$ cat config.mk
export PLATFORM = sky130hd
export DESIGN_NAME = mem_port_arbiter_flat
export DESIGN_NICKNAME = d
export VERILOG_FILES = /design/src/rtl/mem_port_if.sv /design/src/rtl/mem_port_arbiter.sv /design/src/flat_wrapper.sv
export SDC_FILE = /design/constraint.sdc
export NUM_CORES = 1
export LEC_CHECK = 0
export BUFFER_PORTS_ARGS = -buffer_cell sky130_fd_sc_hd__buf_4
export CAP_MARGIN = 20
export CORE_MARGIN = 2
export CORE_UTILIZATION = 30
export DETAILED_ROUTE_END_ITERATION = 10
export GPL_ROUTABILITY_DRIVEN = 1
export SLEW_MARGIN = 0
export SYNTH_ARGS = -nofsm -noshare
export SYNTH_HDL_FRONTEND = slang
export SYNTH_SLANG_ARGS = --single-unit
$ cat constraint.sdc
create_clock -name clk -period 1.8 [get_ports clk]
set_input_delay 0.45 -clock clk [delete_from_list [all_inputs] [get_ports clk]]
set_output_delay 0.45 -clock clk [all_outputs]
set_load 0.03 [all_outputs]
$ cat src/rtl/mem_port_if.sv
// Memory-side request/response bus shared by the arbiter (master) and the
// single-ported unified memory (slave).
interface mem_port_if #(
    parameter int AW = 32,
    parameter int DW = 32
);
    logic          m_valid;
    logic          m_ready;
    logic          m_we;
    logic [AW-1:0] m_addr;
    logic [DW-1:0] m_wdata;
    logic          m_rvalid;
    logic [DW-1:0] m_rdata;

    modport master (
        output m_valid, m_we, m_addr, m_wdata,
        input  m_ready, m_rvalid, m_rdata
    );

    modport slave (
        input  m_valid, m_we, m_addr, m_wdata,
        output m_ready, m_rvalid, m_rdata
    );
endinterface

$ cat src/rtl/mem_port_arbiter.sv
// Arbitrates the single-ported instruction/data memory between fetch (IF) and
// load/store (MEM), one transaction at a time, and generates pipeline stalls.
module mem_port_arbiter #(
    parameter int AW = 32,
    parameter int DW = 32
) (
    input  logic          clk,
    input  logic          rst_n,
    input  logic          if_req,
    input  logic [AW-1:0] if_addr,
    output logic [DW-1:0] if_rdata,
    output logic          if_done,
    input  logic          mem_rd,
    input  logic          mem_wr,
    input  logic [AW-1:0] mem_addr,
    input  logic [DW-1:0] mem_wdata,
    output logic [DW-1:0] mem_rdata,
    output logic          mem_done,
    output logic          stall_if,
    output logic          stall_pipe,
    mem_port_if.master    bus
);

    typedef enum logic [1:0] {IDLE, ISSUE, WAIT, DONE} state_t;
    typedef enum logic {GNT_IF = 1'b0, GNT_MEM = 1'b1} gnt_t;

    state_t state, state_next;
    gnt_t   gnt, gnt_next;

    // NOTE: every signal gets a default before the case so no path leaves it
    // unassigned, which would otherwise infer a latch.
    always_comb begin
        state_next = state;
        gnt_next   = gnt;
        unique case (state)
            IDLE: begin
                // MEM is the older instruction, so it always wins.
                if (mem_rd || mem_wr) begin
                    gnt_next   = GNT_MEM;
                    state_next = ISSUE;
                end else if (if_req) begin
                    gnt_next   = GNT_IF;
                    state_next = ISSUE;
                end
            end
            ISSUE: if (bus.m_ready) state_next = bus.m_we ? DONE : WAIT;
            WAIT:  if (bus.m_rvalid) state_next = DONE;
            DONE:  state_next = IDLE;
            default: state_next = IDLE;
        endcase
    end

    // NOTE: sequential state uses non-blocking assignments so every flop
    // samples the pre-edge values regardless of statement order.
    always_ff @(posedge clk or negedge rst_n) begin
        if (!rst_n) begin
            state       <= IDLE;
            gnt         <= GNT_IF;
            bus.m_valid <= 1'b0;
            bus.m_we    <= 1'b0;
            bus.m_addr  <= '0;
            bus.m_wdata <= '0;
            if_done     <= 1'b0;
            mem_done    <= 1'b0;
            if_rdata    <= '0;
            mem_rdata   <= '0;
        end else begin
            state       <= state_next;
            gnt         <= gnt_next;
            bus.m_valid <= (state_next == ISSUE);
            if_done     <= (state_next == DONE) && (gnt_next == GNT_IF);
            mem_done    <= (state_next == DONE) && (gnt_next == GNT_MEM);

            // Request fields are frozen at grant; mem_rd&mem_wr resolves to a write.
            if (state == IDLE && state_next == ISSUE) begin
                if (gnt_next == GNT_MEM) begin
                    bus.m_we    <= mem_wr;
                    bus.m_addr  <= mem_addr;
                    bus.m_wdata <= mem_wdata;
                end else begin
                    bus.m_we   <= 1'b0;
                    bus.m_addr <= if_addr;
                end
            end

            if (state == WAIT && bus.m_rvalid) begin
                if (gnt == GNT_IF) if_rdata  <= bus.m_rdata;
                else               mem_rdata <= bus.m_rdata;
            end
        end
    end

    assign stall_pipe = (mem_rd | mem_wr) & ~mem_done;
    assign stall_if   = (if_req & ~if_done) | stall_pipe;

endmodule

$ cat src/flat_wrapper.sv
// flat-port wrapper written by rule: the top's interface ports become plain ports
module mem_port_arbiter_flat 
#(
    parameter int AW = 32,
    parameter int DW = 32
)
  (clk, rst_n, if_req, if_addr, if_rdata, if_done, mem_rd, mem_wr, mem_addr, mem_wdata, mem_rdata, mem_done, stall_if, stall_pipe, bus_m_valid, bus_m_we, bus_m_addr, bus_m_wdata, bus_m_ready, bus_m_rvalid, bus_m_rdata);
  mem_port_if #(.AW(AW), .DW(DW)) bus_i ();
  input  logic clk;
  input  logic rst_n;
  input  logic if_req;
  input  logic [AW-1:0] if_addr;
  output logic [DW-1:0] if_rdata;
  output logic if_done;
  input  logic mem_rd;
  input  logic mem_wr;
  input  logic [AW-1:0] mem_addr;
  input  logic [DW-1:0] mem_wdata;
  output logic [DW-1:0] mem_rdata;
  output logic mem_done;
  output logic stall_if;
  output logic stall_pipe;
  output wire logic [$bits(bus_i.m_valid)-1:0] bus_m_valid;
  output wire logic [$bits(bus_i.m_we)-1:0] bus_m_we;
  output wire logic [$bits(bus_i.m_addr)-1:0] bus_m_addr;
  output wire logic [$bits(bus_i.m_wdata)-1:0] bus_m_wdata;
  input wire logic [$bits(bus_i.m_ready)-1:0] bus_m_ready;
  input wire logic [$bits(bus_i.m_rvalid)-1:0] bus_m_rvalid;
  input wire logic [$bits(bus_i.m_rdata)-1:0] bus_m_rdata;
  assign bus_m_valid = bus_i.m_valid;
  assign bus_m_we = bus_i.m_we;
  assign bus_m_addr = bus_i.m_addr;
  assign bus_m_wdata = bus_i.m_wdata;
  assign bus_i.m_ready = bus_m_ready;
  assign bus_i.m_rvalid = bus_m_rvalid;
  assign bus_i.m_rdata = bus_m_rdata;
  mem_port_arbiter #(.AW(AW), .DW(DW)) u_core (.clk(clk), .rst_n(rst_n), .if_req(if_req), .if_addr(if_addr), .if_rdata(if_rdata), .if_done(if_done), .mem_rd(mem_rd), .mem_wr(mem_wr), .mem_addr(mem_addr), .mem_wdata(mem_wdata), .mem_rdata(mem_rdata), .mem_done(mem_done), .stall_if(stall_if), .stall_pipe(stall_pipe), .bus(bus_i));
endmodule
==> impl_metrics.toml <==
[outcome]
run_status = "finished, final reports clean"

[synthesis]
dominantRegCellSynth = "dfrtp_1"
synth_seq_cells = 135
netlist-cell-type-count = 28
ys_warn_count = 0
avgSynthCellArea_um2 = 13.3
synth_sequential_area_ratio_pct = 59.7
synth-edff-count = 0
async_flop_share_pct = 100
synth_fp_nets = 559
syn-cell-area_um2 = 5650
synthCells = 424

[finish]
fillerInstances = 1665
layout.cells.most_common_list = "buf_4, dfrtp_1, nand3_1"
final_layout_size_suffix_gt1_share_pct = 55.4
final-instance-count-excl-fill = 938
antenna_cells_inserted = 0
number_of_nets_in_the_final_layout = 826
mostFrequentLayoutCell = "buf_4"
areaGrowthSynthToFinish_pct = 51.3

[timing]
finalClockSkew_ns = 0.00570
tightest_slew_ns = 0.367
timing.max_slew.rel_slack_pct = 75.6
fin_crit_ns = 1.63
setup_viol_count_final = 0
timing.fmax_mhz = 612
layout_worst_path_cycle_share_pct = 90.8
unrepaired_setup_endpoints_after_global_routing = "no"
maxSlewViolCount = 0
final_hold_vio_count = 0
totalNegativeSetupSlack_ns = 0
postLayoutSetupSlackWorst_ns = 0.166

[worst_setup_path]
cp.arrival_ns = 1.18
r2r_slack_ns = 0.21
critical_path_peak_fanout = 2
setup.worst_path.end_class = "primary output"
cp.required_ns = 1.35
critPathKind = "reg2out"
worstSetupStartpointType = "register"

[clock_tree]
cts.htree.levels = 4
postcts_setup_bufs = 0
clk_pin_slew_ns = 0.06
cts_tree = "done"
clk-insertion-delay-late_ns = 0.42
cts_buffer_depth = 2
clock_tree.root_cell = "clkbuf_16"
clock-sinks = 135
cts_buffers = 17

[die]
dieHeight_um = 141
floorplan.initialDensity_pct = 30.4
die-width_um = 141
core-area_um2 = 18600
io_pins = 269
area_of_the_die_um2 = 20000
rows = 50

[global_routing]
grt_max_degree = 66
grt_first_pass_wirelength_mm = 25.3
overflow = 0
grt_pass1_vias = 4674
track_usage_pct = 16.1
antenna_found_initial = 0

[placement]
hpwl_mm = 11.6
finalWeightedCongestion = 0.773
detailedPlace.worstSlack_ns = 0.167
placed_cell_count = 905
buffer_ports.inserted = 268

[detailed_routing]
first_pass_iters = 5
drc = 0
drt_first_iter_violations = 173
totalWireLength_mm = 16.0
drt_antenna_net_count = 0
drt-wirelength-per-cell_um = 17.1
dr_total_vias = 4509
routed_via_density = 4.81

[power]
combinationalPowerShare_pct = 49.9
power_mw = 17.6
powerDensity_nw_per_um2 = 2060
seq_power_share_pct = 30.7
vdd.ir_drop.worst_v = 0.000687
internal_power_mw = 10.2
total_leakage_power_nw = 4.19
power_switching_share_pct = 42.4
netSwitchingPower_mw = 7.46
pwr-share-clk_pct = 19.4

[run]
cap_violations = 0

[worst_hold_path]
hold_path_class = "in2reg"
## sequential cells by signal, indices dropped and copies added, names as in the netlist
name                count
u_core.bus.m_wdata     32
u_core.gnt              1
u_core.state            2
u_core.if_done          1
u_core.bus.m_we         1
u_core.if_rdata        32
u_core.mem_done         1
u_core.bus.m_addr      32
u_core.bus.m_valid      1
u_core.mem_rdata       32
## metal layers
layer,vias to the layer above,part of all wire (%),global-route usage (%)
met5,-,0,0
met4,0,1.8,5.00
met3,19,8.6,6.01
met2,216,48,25.9
met1,2199,42,20.2
li1,2075,-,-
## stage by stage
stage               hold WS (ns)  util, %  cell area [µm²]
floorplan                  0.154        -             5660
global placement           0.326     42.9             7960
detailed placement         0.330     42.9             7960
CTS                        0.213     46.0             8550
global route               0.220     46.0             8550
finish                     0.234     46.0             8550
## power groups by stage
stage | combinational (mW) | clock [mW] | sequential, mW
final | 8.79 | 3.42 | 5.41
after global routing | 9.27 | 3.68 | 5.59
after CTS | 8.88 | 3.52 | 5.42
after detailed placement | 8.88 | 0 | 5.44
after global placement | 8.72 | 0 | 5.39
after floorplan | 2.54 | 0 | 8.25
## cell usage after synthesis (3+ instances only)
cell type | count | area [µm²]
buf_4 | 4 | 30.0
nor2_1 | 6 | 22.5
nand3_1 | 64 | 320
inv_1 | 3 | 11.3
clkbuf_1 | 22 | 82.6
o21ai_0 | 33 | 165
buf_6 | 8 | 90.1
mux2_4 | 30 | 450
nand4_1 | 32 | 200
dfrtp_1 | 135 | 3380
mux2_2 | 37 | 417
mux2_1 | 29 | 327
## layout make-up
cell class	instances	area (µm²)	share of cell area, %
Timing Repair Buffer	284	2210	25.9
Tap cell	234	293	3.42
Sequential cell	135	3380	39.5
Multi-Input combinational cell	250	2080	24.3
Clock inverter	15	156	1.83
Inverter	3	11.3	0.132
Clock buffer	17	425	4.97
## timing repair
action	in CTS	in global routing
hold endpoints to repair	23	0
hold buffers	1	0
gates resized for setup	0	0
## worst paths after layout
| kind | cells after the start | start | to |
|---|---|---|---|
| min in group asynchronous | 2 | rst_n | u_core.mem_rdata[4]$_DFFE_PN0P_ |
| hold reg to reg | 1 | u_core.bus.m_wdata[10]$_DFFE_PN0P_ | u_core.bus.m_wdata[10]$_DFFE_PN0P_ |
| max in group asynchronous | 3 | rst_n | u_core.bus.m_addr[0]$_DFFE_PN0P_ |
| setup / recovery | 2 | u_core.if_done$_DFF_PN0_ | stall_if |
| setup reg to reg | 4 | u_core.state[0]$_DFF_PN0_ | u_core.mem_rdata[7]$_DFFE_PN0P_ |
| hold / removal | 2 | bus_m_ready | u_core.bus.m_valid$_DFF_PN0_ |
## critical path: stages (launching register included)
cell     delay (ns)
dfrtp_1        0.39
o22ai_1        0.18
buf_4          0.20
## cell families after synthesis
| group | count (synthesis) | synth area share (%) |
|---|---|---|
| AO/OA/AOI/OAI | 40 | 3.81 |
| buffers and inverters | 39 | 3.96 |
| multiplexers | 97 | 21.3 |
| flip-flops | 135 | 59.7 |
| AND/OR/NAND/NOR | 113 | 11.2 |
No activity file was read; power rests on OpenSTA's default activity.
